<file path="src/rtl/exc_pkg.sv">
// Shared constants and types for the exception commit unit: ExcCodes,
// exception vector base/offsets and the commit FSM state encoding.
package exc_pkg;

    localparam logic [4:0] EXC_INT  = 5'd0;
    localparam logic [4:0] EXC_MOD  = 5'd1;
    localparam logic [4:0] EXC_TLBL = 5'd2;
    localparam logic [4:0] EXC_TLBS = 5'd3;
    localparam logic [4:0] EXC_ADEL = 5'd4;
    localparam logic [4:0] EXC_ADES = 5'd5;
    localparam logic [4:0] EXC_SYS  = 5'd8;
    localparam logic [4:0] EXC_BP   = 5'd9;
    localparam logic [4:0] EXC_RI   = 5'd10;
    localparam logic [4:0] EXC_OV   = 5'd12;

    localparam logic [31:0] VEC_BASE_BEV   = 32'hBFC0_0200;
    localparam logic [31:0] VEC_BASE_NORM  = 32'h8000_0000;
    localparam logic [31:0] VEC_OFF_REFILL = 32'h0000_0000;
    localparam logic [31:0] VEC_OFF_IRQ    = 32'h0000_0200;
    localparam logic [31:0] VEC_OFF_GEN    = 32'h0000_0180;

    typedef enum logic [0:0] {
        ST_IDLE   = 1'b0,
        ST_COMMIT = 1'b1
    } exc_state_e;

    // Full 32-bit vector; callers truncate to their address width.
    function automatic logic [31:0] exc_vector(input logic bev, input logic refill,
                                               input logic irq_iv);
        logic [31:0] base;
        logic [31:0] off;
        base = bev ? VEC_BASE_BEV : VEC_BASE_NORM;
        if (refill)      off = VEC_OFF_REFILL;
        else if (irq_iv) off = VEC_OFF_IRQ;
        else             off = VEC_OFF_GEN;
        return base + off;
    endfunction

endpackage

</file>
<file path="src/rtl/exc_commit_unit_if.sv">
// COP0 record channel: the unit holds valid with a frozen record until the
// consumer raises ready; the record transfers on the edge where both are high.
interface exc_commit_unit_if #(
    parameter int ADDR_W = 32
);
    logic              valid;
    logic              ready;
    logic [ADDR_W-1:0] epc;
    logic [ADDR_W-1:0] badva;
    logic [4:0]        code;
    logic              bd;
    logic              epc_we;
    logic              badva_we;

    modport master (output valid, epc, badva, code, bd, epc_we, badva_we, input ready);
    modport slave  (input valid, epc, badva, code, bd, epc_we, badva_we, output ready);
endinterface

</file>
<file path="src/rtl/exc_prio_enc.sv">
// Oldest-first priority encoder: reports the highest-index set request.
module exc_prio_enc #(
    parameter int N     = 3,
    parameter int IDX_W = (N > 1) ? $clog2(N) : 1
) (
    input  logic [N-1:0]     req,
    output logic [IDX_W-1:0] idx,
    output logic             found
);
    always_comb begin
        idx   = '0;
        found = 1'b0;
        for (int i = 0; i < N; i++) begin
            if (req[i]) begin
                idx   = IDX_W'(i);
                found = 1'b1;
            end
        end
    end
endmodule

</file>
<file path="src/rtl/exc_commit_unit.sv">
// Picks the oldest pipeline exception (or a pending interrupt), redirects
// fetch, and hands the committed record to COP0 over a valid/ready channel.
module exc_commit_unit
    import exc_pkg::*;
#(
    parameter int NUM_STAGE = 3,
    parameter int NUM_IRQ   = 8,
    parameter int ADDR_W    = 32
) (
    input  logic                        clk,
    input  logic                        rst,
    input  logic                        stall,
    input  logic [NUM_STAGE-1:0]        exc_valid,
    input  logic [5*NUM_STAGE-1:0]      exc_code,
    input  logic [NUM_STAGE-1:0]        exc_refill,
    input  logic [ADDR_W*NUM_STAGE-1:0] stage_pc,
    input  logic [ADDR_W*NUM_STAGE-1:0] stage_badva,
    input  logic [NUM_STAGE-1:0]        stage_bd,
    input  logic [NUM_STAGE-1:0]        badva_vld,
    input  logic [NUM_STAGE-1:0]        pipe_flush,
    input  logic                        eret,
    input  logic [NUM_IRQ-1:0]          irq,
    input  logic [NUM_IRQ-1:0]          status_im,
    input  logic                        status_ie,
    input  logic                        status_exl,
    input  logic                        status_erl,
    input  logic                        status_bev,
    input  logic                        cause_iv,
    input  logic [ADDR_W-1:0]           epc_in,
    input  logic [ADDR_W-1:0]           error_epc_in,
    output logic [NUM_STAGE-1:0]        flush,
    output logic [ADDR_W-1:0]           exc_pc,
    output logic                        use_exc_pc,
    output logic                        busy,
    output exc_state_e                  state_dbg,
    exc_commit_unit_if.master           cp0
);
    localparam int IDX_W = (NUM_STAGE > 1) ? $clog2(NUM_STAGE) : 1;

    logic [NUM_IRQ-1:0]   irq_meta, irq_sync;
    logic [NUM_STAGE-1:0] req, kill_mask;
    logic [IDX_W-1:0]     win_idx;
    logic                 found, irq_req, eret_take, accept;
    exc_state_e           state, state_next;

    logic [ADDR_W-1:0]    sel_pc, sel_badva, vec_pc, new_epc;
    logic [4:0]           sel_code;
    logic                 sel_refill, sel_bd, sel_badva_vld;

    always_ff @(posedge clk or negedge rst) begin
        if (!rst) begin
            irq_meta <= '0;
            irq_sync <= '0;
        end else begin
            irq_meta <= irq;
            irq_sync <= irq_meta;
        end
    end

    assign req       = exc_valid & ~pipe_flush;
    assign irq_req   = (|(irq_sync & status_im)) & status_ie & ~status_exl & ~status_erl;
    assign eret_take = eret & ~pipe_flush[NUM_STAGE-1];

    exc_prio_enc #(.N(NUM_STAGE), .IDX_W(IDX_W)) u_prio (
        .req   (req),
        .idx   (win_idx),
        .found (found)
    );

    // An interrupt-only winner shows up as stage 0 with found low.
    always_comb begin
        sel_pc        = '0;
        sel_badva     = '0;
        sel_code      = '0;
        sel_refill    = 1'b0;
        sel_bd        = 1'b0;
        sel_badva_vld = 1'b0;
        for (int i = 0; i < NUM_STAGE; i++) begin
            if (win_idx == IDX_W'(i)) begin
                sel_pc        = stage_pc[i*ADDR_W +: ADDR_W];
                sel_badva     = stage_badva[i*ADDR_W +: ADDR_W];
                sel_code      = exc_code[i*5 +: 5];
                sel_refill    = exc_refill[i];
                sel_bd        = stage_bd[i];
                sel_badva_vld = badva_vld[i];
            end
        end
        if (!found) begin
            sel_code      = EXC_INT;
            sel_refill    = 1'b0;
            sel_badva_vld = 1'b0;
        end
        for (int j = 0; j < NUM_STAGE; j++) begin
            kill_mask[j] = (IDX_W'(j) <= win_idx);
        end
    end

    assign vec_pc  = ADDR_W'(exc_vector(status_bev, sel_refill & ~status_exl, ~found & cause_iv));
    assign new_epc = sel_bd ? (sel_pc - ADDR_W'(4)) : sel_pc;

    always_ff @(posedge clk or negedge rst) begin
        if (!rst) state <= ST_IDLE;
        else      state <= state_next;
    end

    always_comb begin
        state_next = state;
        flush      = '0;
        use_exc_pc = 1'b0;
        exc_pc     = '0;
        accept     = 1'b0;
        case (state)
            ST_IDLE: begin
                if (rst && !stall) begin
                    if (eret_take) begin
                        flush      = '1;
                        use_exc_pc = 1'b1;
                        exc_pc     = status_erl ? error_epc_in : epc_in;
                    end else if (found || irq_req) begin
                        accept     = 1'b1;
                        flush      = kill_mask;
                        use_exc_pc = 1'b1;
                        exc_pc     = vec_pc;
                        state_next = ST_COMMIT;
                    end
                end
            end
            ST_COMMIT: if (cp0.ready) state_next = ST_IDLE;
            default:   state_next = ST_IDLE;
        endcase
    end

    always_ff @(posedge clk or negedge rst) begin
        if (!rst) begin
            cp0.epc      <= '0;
            cp0.badva    <= '0;
            cp0.code     <= '0;
            cp0.bd       <= 1'b0;
            cp0.epc_we   <= 1'b0;
            cp0.badva_we <= 1'b0;
        end else if (accept) begin
            cp0.epc      <= new_epc;
            cp0.badva    <= sel_badva;
            cp0.code     <= sel_code;
            cp0.bd       <= sel_bd;
            cp0.epc_we   <= ~status_exl;
            cp0.badva_we <= sel_badva_vld;
        end
    end

    assign cp0.valid = (state == ST_COMMIT);
    assign busy      = (state == ST_COMMIT);
    assign state_dbg = state;

endmodule

</file>
<file path="src/flat_wrapper.sv">
// flat-port wrapper written by rule: the top's interface ports become plain ports
module exc_commit_unit_flat import exc_pkg::*;
#(
    parameter int NUM_STAGE = 3,
    parameter int NUM_IRQ   = 8,
    parameter int ADDR_W    = 32
)
  (clk, rst, stall, exc_valid, exc_code, exc_refill, stage_pc, stage_badva, stage_bd, badva_vld, pipe_flush, eret, irq, status_im, status_ie, status_exl, status_erl, status_bev, cause_iv, epc_in, error_epc_in, flush, exc_pc, use_exc_pc, busy, state_dbg, cp0_valid, cp0_epc, cp0_badva, cp0_code, cp0_bd, cp0_epc_we, cp0_badva_we, cp0_ready);
  exc_commit_unit_if #(.ADDR_W(ADDR_W)) cp0_i ();
  input  logic clk;
  input  logic rst;
  input  logic stall;
  input  logic [NUM_STAGE-1:0] exc_valid;
  input  logic [5*NUM_STAGE-1:0] exc_code;
  input  logic [NUM_STAGE-1:0] exc_refill;
  input  logic [ADDR_W*NUM_STAGE-1:0] stage_pc;
  input  logic [ADDR_W*NUM_STAGE-1:0] stage_badva;
  input  logic [NUM_STAGE-1:0] stage_bd;
  input  logic [NUM_STAGE-1:0] badva_vld;
  input  logic [NUM_STAGE-1:0] pipe_flush;
  input  logic eret;
  input  logic [NUM_IRQ-1:0] irq;
  input  logic [NUM_IRQ-1:0] status_im;
  input  logic status_ie;
  input  logic status_exl;
  input  logic status_erl;
  input  logic status_bev;
  input  logic cause_iv;
  input  logic [ADDR_W-1:0] epc_in;
  input  logic [ADDR_W-1:0] error_epc_in;
  output logic [NUM_STAGE-1:0] flush;
  output logic [ADDR_W-1:0] exc_pc;
  output logic use_exc_pc;
  output logic busy;
  output exc_state_e state_dbg;
  output wire logic [$bits(cp0_i.valid)-1:0] cp0_valid;
  output wire logic [$bits(cp0_i.epc)-1:0] cp0_epc;
  output wire logic [$bits(cp0_i.badva)-1:0] cp0_badva;
  output wire logic [$bits(cp0_i.code)-1:0] cp0_code;
  output wire logic [$bits(cp0_i.bd)-1:0] cp0_bd;
  output wire logic [$bits(cp0_i.epc_we)-1:0] cp0_epc_we;
  output wire logic [$bits(cp0_i.badva_we)-1:0] cp0_badva_we;
  input wire logic [$bits(cp0_i.ready)-1:0] cp0_ready;
  assign cp0_valid = cp0_i.valid;
  assign cp0_epc = cp0_i.epc;
  assign cp0_badva = cp0_i.badva;
  assign cp0_code = cp0_i.code;
  assign cp0_bd = cp0_i.bd;
  assign cp0_epc_we = cp0_i.epc_we;
  assign cp0_badva_we = cp0_i.badva_we;
  assign cp0_i.ready = cp0_ready;
  exc_commit_unit #(.NUM_STAGE(NUM_STAGE), .NUM_IRQ(NUM_IRQ), .ADDR_W(ADDR_W)) u_core (.clk(clk), .rst(rst), .stall(stall), .exc_valid(exc_valid), .exc_code(exc_code), .exc_refill(exc_refill), .stage_pc(stage_pc), .stage_badva(stage_badva), .stage_bd(stage_bd), .badva_vld(badva_vld), .pipe_flush(pipe_flush), .eret(eret), .irq(irq), .status_im(status_im), .status_ie(status_ie), .status_exl(status_exl), .status_erl(status_erl), .status_bev(status_bev), .cause_iv(cause_iv), .epc_in(epc_in), .error_epc_in(error_epc_in), .flush(flush), .exc_pc(exc_pc), .use_exc_pc(use_exc_pc), .busy(busy), .state_dbg(state_dbg), .cp0(cp0_i));
endmodule
</file>
<file path="config.mk">
export PLATFORM = sky130hd
export DESIGN_NAME = exc_commit_unit_flat
export DESIGN_NICKNAME = d
export VERILOG_FILES = /design/src/rtl/exc_pkg.sv /design/src/rtl/exc_commit_unit_if.sv /design/src/rtl/exc_prio_enc.sv /design/src/rtl/exc_commit_unit.sv /design/src/flat_wrapper.sv
export SDC_FILE = /design/constraint.sdc
export NUM_CORES = 1
export LEC_CHECK = 0
export BUFFER_PORTS_ARGS = -buffer_cell sky130_fd_sc_hd__buf_4
export CAP_MARGIN = 20
export CORE_AREA = 2 2 164 166
export DETAILED_ROUTE_END_ITERATION = 10
export DIE_AREA = 0 0 166 168
export PLACE_DENSITY_LB_ADDON = 0.25
export RECOVER_POWER = 50
export SYNTH_ARGS = -nofsm -noshare
export SYNTH_HDL_FRONTEND = slang
export SYNTH_SLANG_ARGS = --single-unit
</file>
<file path="constraint.sdc">
create_clock -name clk -period 5.5 [get_ports clk]
set_input_delay 0.55 -clock clk [delete_from_list [all_inputs] [get_ports clk]]
set_output_delay 0.55 -clock clk [all_outputs]
set_load 0.05 [all_outputs]
</file>
==> impl_table.tex <==
\begin{tabular}{lr}
\hline
Metric & Value \\
\hline
\multicolumn{2}{l}{\textbf{Clocking}} \\
CTS max path bufs & 2 \\
Clock tree root driver cell & sky130\_fd\_sc\_hd\_\_clkbuf\_16 \\
Worst-path clk slew & around 0.080 ns \\
CTS Buf Count & 9 \\
H-Tree Depth & 3 \\
Clk Latency, worst-skew pair & 0.36 ns \\
Post-cts repair resize count & 0 \\
Clock sink count & 89 \\
TritonCTS clock tree & built \\
Number of setup buffers added after CTS & 0 \\
Hold-fix buffer count after cts & 0 \\
\multicolumn{2}{l}{\textbf{Setup path}} \\
Worst Path Class, Setup & input pin to asynchronous set/reset pin \\
Critical path capture point type & asynchronous set/reset pin \\
Critical path's slowest cell & sky130\_fd\_sc\_hd\_\_clkbuf\_1 \\
Reg-to-reg setup timing slack & 2.89 ns \\
Count of cells along the worst register-to-register path & 4 \\
RR Endpoint & u\_core.cp0.code[2] \\
Kind of start point of the critical path & input pin \\
Critical path buffer and inverter count & 2 \\
Worst R2R Start & u\_core.busy \\
Critical path's top delay family & buffers and inverters \\
Endpoint required time on the critical path & roughly 5.2 ns \\
Crit-path max FO & 60 \\
Delay of the slowest cell on the worst path & 2.44 ns \\
CP Data Arrival Time & 3.39 ns \\
List of cells traversed by the critical path & buf\_4 -> clkbuf\_1 \\
\multicolumn{2}{l}{\textbf{Global route}} \\
Total congestion overflow & 0 \\
Via count of the first global-routing pass & 7015 \\
GR Util All Layers & a little under a fifth \\
Number of antenna violations at the first check in global routing & 0 \\
Global-route wire length before repair & between 40 and 50 mm \\
Largest net degree at the start of global routing & 78 \\
Global routing met1 resource utilization & 21.5\% \\
Met3 Use GR & 4.80\% \\
Met2 Resource Use GR & 33.6\% \\
Routing layer with the top usage in global route & met2 \\
\multicolumn{2}{l}{\textbf{Yosys}} \\
Post-synthesis cell type with the largest combined area & sky130\_fd\_sc\_hd\_\_dfrtp\_1 \\
Post-synthesis cell type count & 52 \\
Netlist area before placement & 6020 µm² \\
Post-synthesis simple-gate area fraction & 26.2\% \\
Warnings, synthesis & 0 \\
Main combinational cell family by area after synthesis & simple AND/OR/NAND/NOR gates \\
Parity-gate share of the synthesized area counting xor and xnor cells & 3.93\% \\
Syn Nets & 1126 \\
Mux contribution to synthesized area & under 10\% \\
Adder and majority gate portion of the synthesized area & 0.416\% \\
Synthesized-area fraction occupied by ao, oa, aoi and oai cells & a little over a fifth \\
Fraction of post-synthesis cell area in the top cell type by area & a little under two fifths \\
Gate count after technology mapping & approximately 810 \\
Average cell area after synthesis & 7.41 µm² \\
Sequential share of the synthesized area & 37.0\% \\
Count of flip-flops with a built-in enable after synthesis & 0 \\
Async SR Flop Fraction & between 90\% and 100\% \\
Primary FF master, synth & sky130\_fd\_sc\_hd\_\_dfrtp\_1 \\
Main area contributors after synthesis & sky130\_fd\_sc\_hd\_\_dfrtp\_1, sky130\_fd\_sc\_hd\_\_nand2\_1, sky130\_fd\_sc\_hd\_\_a21oi\_1 \\
Number of synthesized register bits & 89 \\
\multicolumn{2}{l}{\textbf{Placed design}} \\
Count of input and output buffers & between 400 and 500 \\
Detailed placer's ending HPWL & 21.9 mm \\
Post-place instance area & 9470 µm² \\
Placement-stage worst setup slack & 1.61 ns \\
Gp weighted congestion & around 0.84 \\
\multicolumn{2}{l}{\textbf{Die}} \\
Die area & 27900 µm² \\
Effective utilization at floorplan & a little under a quarter \\
Core area & 26400 µm² \\
Horizontal extent of the die & 166 µm \\
\# rows & 60 \\
Floorplan die height & 168 µm \\
Io pins & 423 \\
\multicolumn{2}{l}{\textbf{Finish}} \\
Sequential standard cell area & 2230 µm² \\
Post-layout net count & 1508 \\
Total inserted antenna cells & 0 \\
Summed area of non-filler cells in the final layout & 9580 µm² \\
Commonest cells after routing, fill and taps aside & sky130\_fd\_sc\_hd\_\_buf\_4, sky130\_fd\_sc\_hd\_\_nand2\_1, sky130\_fd\_sc\_hd\_\_a21oi\_1 \\
Multi-input gate area in the final layout & $\sim$3600 µm² \\
Filler cell count in the final layout & just under 3000 \\
Area growth syn-to-layout & 59.2\% \\
Share of layout cells above drive strength 1 & 34.2\% \\
Most common library cell in the layout ignoring fill and taps & sky130\_fd\_sc\_hd\_\_buf\_4 \\
\multicolumn{2}{l}{\textbf{Timing}} \\
Final sum of negative setup slack & 0 ns \\
Number of pins with negative max-slew slack in the final report & between 60 and 70 \\
Fmax & 270 MHz \\
Min Tclk post-route & roughly 3.7 ns \\
RSZ-0062 raised after global routing & false \\
Setup slack of the critical path after layout & 1.80 ns \\
Final critical-path share of the clock period & about two thirds \\
Actual transition at the worst max-transition pin & $\sim$3.4 ns \\
Fin Hold WS & 0.144 ns \\
Max-slew headroom & -126\% \\
Number of endpoints with negative hold slack in the final report & 0 \\
Final setup vio count & 0 \\
Clk\_skew & around 0.013 ns \\
\multicolumn{2}{l}{\textbf{Routing}} \\
Initial DRC Count & 264 \\
Vias/cell & 4.69 \\
DRC viols & 0 \\
Final routed wire length divided by cell count & 17.6 µm \\
Drt pass-1 iters & 5 \\
Drt total wl & 27.1 mm \\
Antenna-violating nets left & 0 \\
Vias & between 7000 and 8000 \\
\multicolumn{2}{l}{\textbf{Pwr}} \\
Design internal power & 1.52 mW \\
Cell area power density & 299 nW/µm² \\
Clk pwr share & between 20 and 25\% \\
Worst vdd rail ir drop & about 130 µV \\
Switching power as a share of total power & $\sim$47\% \\
Share of total power in sequential cells & 31.0\% \\
Share of total power in combinational logic & between 40 and 50\% \\
Power, Total & 2.86 mW \\
Net switching power figure & 1.34 mW \\
Static Leak & 4.60 nW \\
\multicolumn{2}{l}{\textbf{Run}} \\
Max-capacitance violation count & 1 \\
\multicolumn{2}{l}{\textbf{Worst hold path}} \\
Class of the worst hold path & input pin to asynchronous set/reset pin \\
\multicolumn{2}{l}{\textbf{Status}} \\
Status & complete, but fails checks \\
Violations in the final reports & capacitance limit, slew limit \\
\hline
\end{tabular}
## how the worst max path moves through the flow
| stage | slack, ns | to | cells after the start | start |
|---|---|---|---|---|
| after floorplan | 1.29 | exc_pc[31] | 6 | exc_valid[1] |
| after global placement | 1.65 | u_core.cp0.epc[16] | 12 | pipe_flush[1] |
| after detailed placement | 1.61 | u_core.cp0.epc[16] | 12 | pipe_flush[1] |
| after CTS | 1.65 | exc_pc[9] | 9 | pipe_flush[2] |
| after global routing | 1.00 | u_core.irq_meta[7] | 2 | rst |
| final | 1.80 | u_core.cp0.code[0] | 2 | rst |
## power groups by stage
| stage | logic [mW] | clock network, mW | registers (mW) |
|---|---|---|---|
| 6_report | 1.33 | 0.644 | 0.888 |
| 3_3_place_gp | 1.43 | 0 | 0.899 |
| 3_5_place_dp | 1.44 | 0 | 0.905 |
| 5_1_grt | 1.42 | 0.696 | 0.909 |
| 4_1_cts | 1.44 | 0.667 | 0.893 |
| 2_1_floorplan | 0.338 | 0 | 1.40 |
## area by class of cell
type,count,area share (%)
clock inverters,7,0.849
multi-input cells,660,37.2
well taps,341,4.45
repair buffers,432,31.8
inverters,2,0.0783
clock buffers,9,2.35
flip-flops and latches,89,23.2
## cell families (layout without fill, tap and decap cells)
logic type	count (synthesis)	after routing
adders and majority gates	2	2
DFF	89	89
muxes	42	42
and+or+nand+nor	362	362
AOI/OAI and AO/OA	227	227
buffers and inverters	63	450
xor gates and xnor gates	27	27
## flip-flops by register name (all words and copies together), names as in the netlist
signal               count
u_core.busy              1
u_core.cp0.bd            1
u_core.cp0.epc          32
u_core.cp0.epc_we        1
u_core.cp0.badva        32
u_core.irq_sync          8
u_core.cp0.badva_we      1
u_core.cp0.code          5
u_core.irq_meta          8
## cell usage after synthesis, types with 2 or more instances
cell,instances
sky130_fd_sc_hd__nor3b_1,4
sky130_fd_sc_hd__nor2b_1,4
sky130_fd_sc_hd__a211o_1,2
sky130_fd_sc_hd__nor2_1,63
sky130_fd_sc_hd__nand4_1,4
sky130_fd_sc_hd__buf_1,12
sky130_fd_sc_hd__nor4_1,10
sky130_fd_sc_hd__xor2_1,8
sky130_fd_sc_hd__mux2_2,2
sky130_fd_sc_hd__o31ai_1,7
sky130_fd_sc_hd__nor3_1,18
sky130_fd_sc_hd__ha_1,2
sky130_fd_sc_hd__mux2i_1,40
sky130_fd_sc_hd__xnor2_1,19
sky130_fd_sc_hd__dfrtp_1,89
sky130_fd_sc_hd__or4b_1,2
sky130_fd_sc_hd__o21ai_1,12
sky130_fd_sc_hd__o21a_1,4
sky130_fd_sc_hd__a211oi_1,3
sky130_fd_sc_hd__a31o_2,3
sky130_fd_sc_hd__and3b_1,3
sky130_fd_sc_hd__a21oi_1,102
sky130_fd_sc_hd__a22oi_1,4
sky130_fd_sc_hd__buf_4,4
sky130_fd_sc_hd__inv_1,2
sky130_fd_sc_hd__nand3_1,12
sky130_fd_sc_hd__a31oi_1,19
sky130_fd_sc_hd__nand3b_1,2
sky130_fd_sc_hd__a21boi_0,2
sky130_fd_sc_hd__or3_1,6
sky130_fd_sc_hd__and2_1,2
sky130_fd_sc_hd__buf_2,6
sky130_fd_sc_hd__nand2_1,219
sky130_fd_sc_hd__o21ai_0,61
sky130_fd_sc_hd__nand2b_1,4
sky130_fd_sc_hd__or4_1,2
sky130_fd_sc_hd__clkbuf_1,39
## metal layers
metal	vias to the layer above	part of all wire [%]
li1	3571	-
met1	3332	39
met2	295	51
met3	31	7.3
met4	0	2.8
met5	-	0
## per-stage QoR
stage               cells  utilization [%]
global placement     1523             35.9
global route         1540             36.4
CTS                  1540             37.1
finish               1540             36.4
floorplan             812                -
detailed placement   1524             35.9
## worst reg2reg max path, cell delays in order (launching register included)
cell and delay, ns:
sky130_fd_sc_hd__dfrtp_1 0.47, sky130_fd_sc_hd__nor3b_1 0.59, sky130_fd_sc_hd__nand3_4 0.65, sky130_fd_sc_hd__buf_4 0.52, sky130_fd_sc_hd__o31ai_1 0.29
Note: power is estimated with default switching activity, not from simulation.
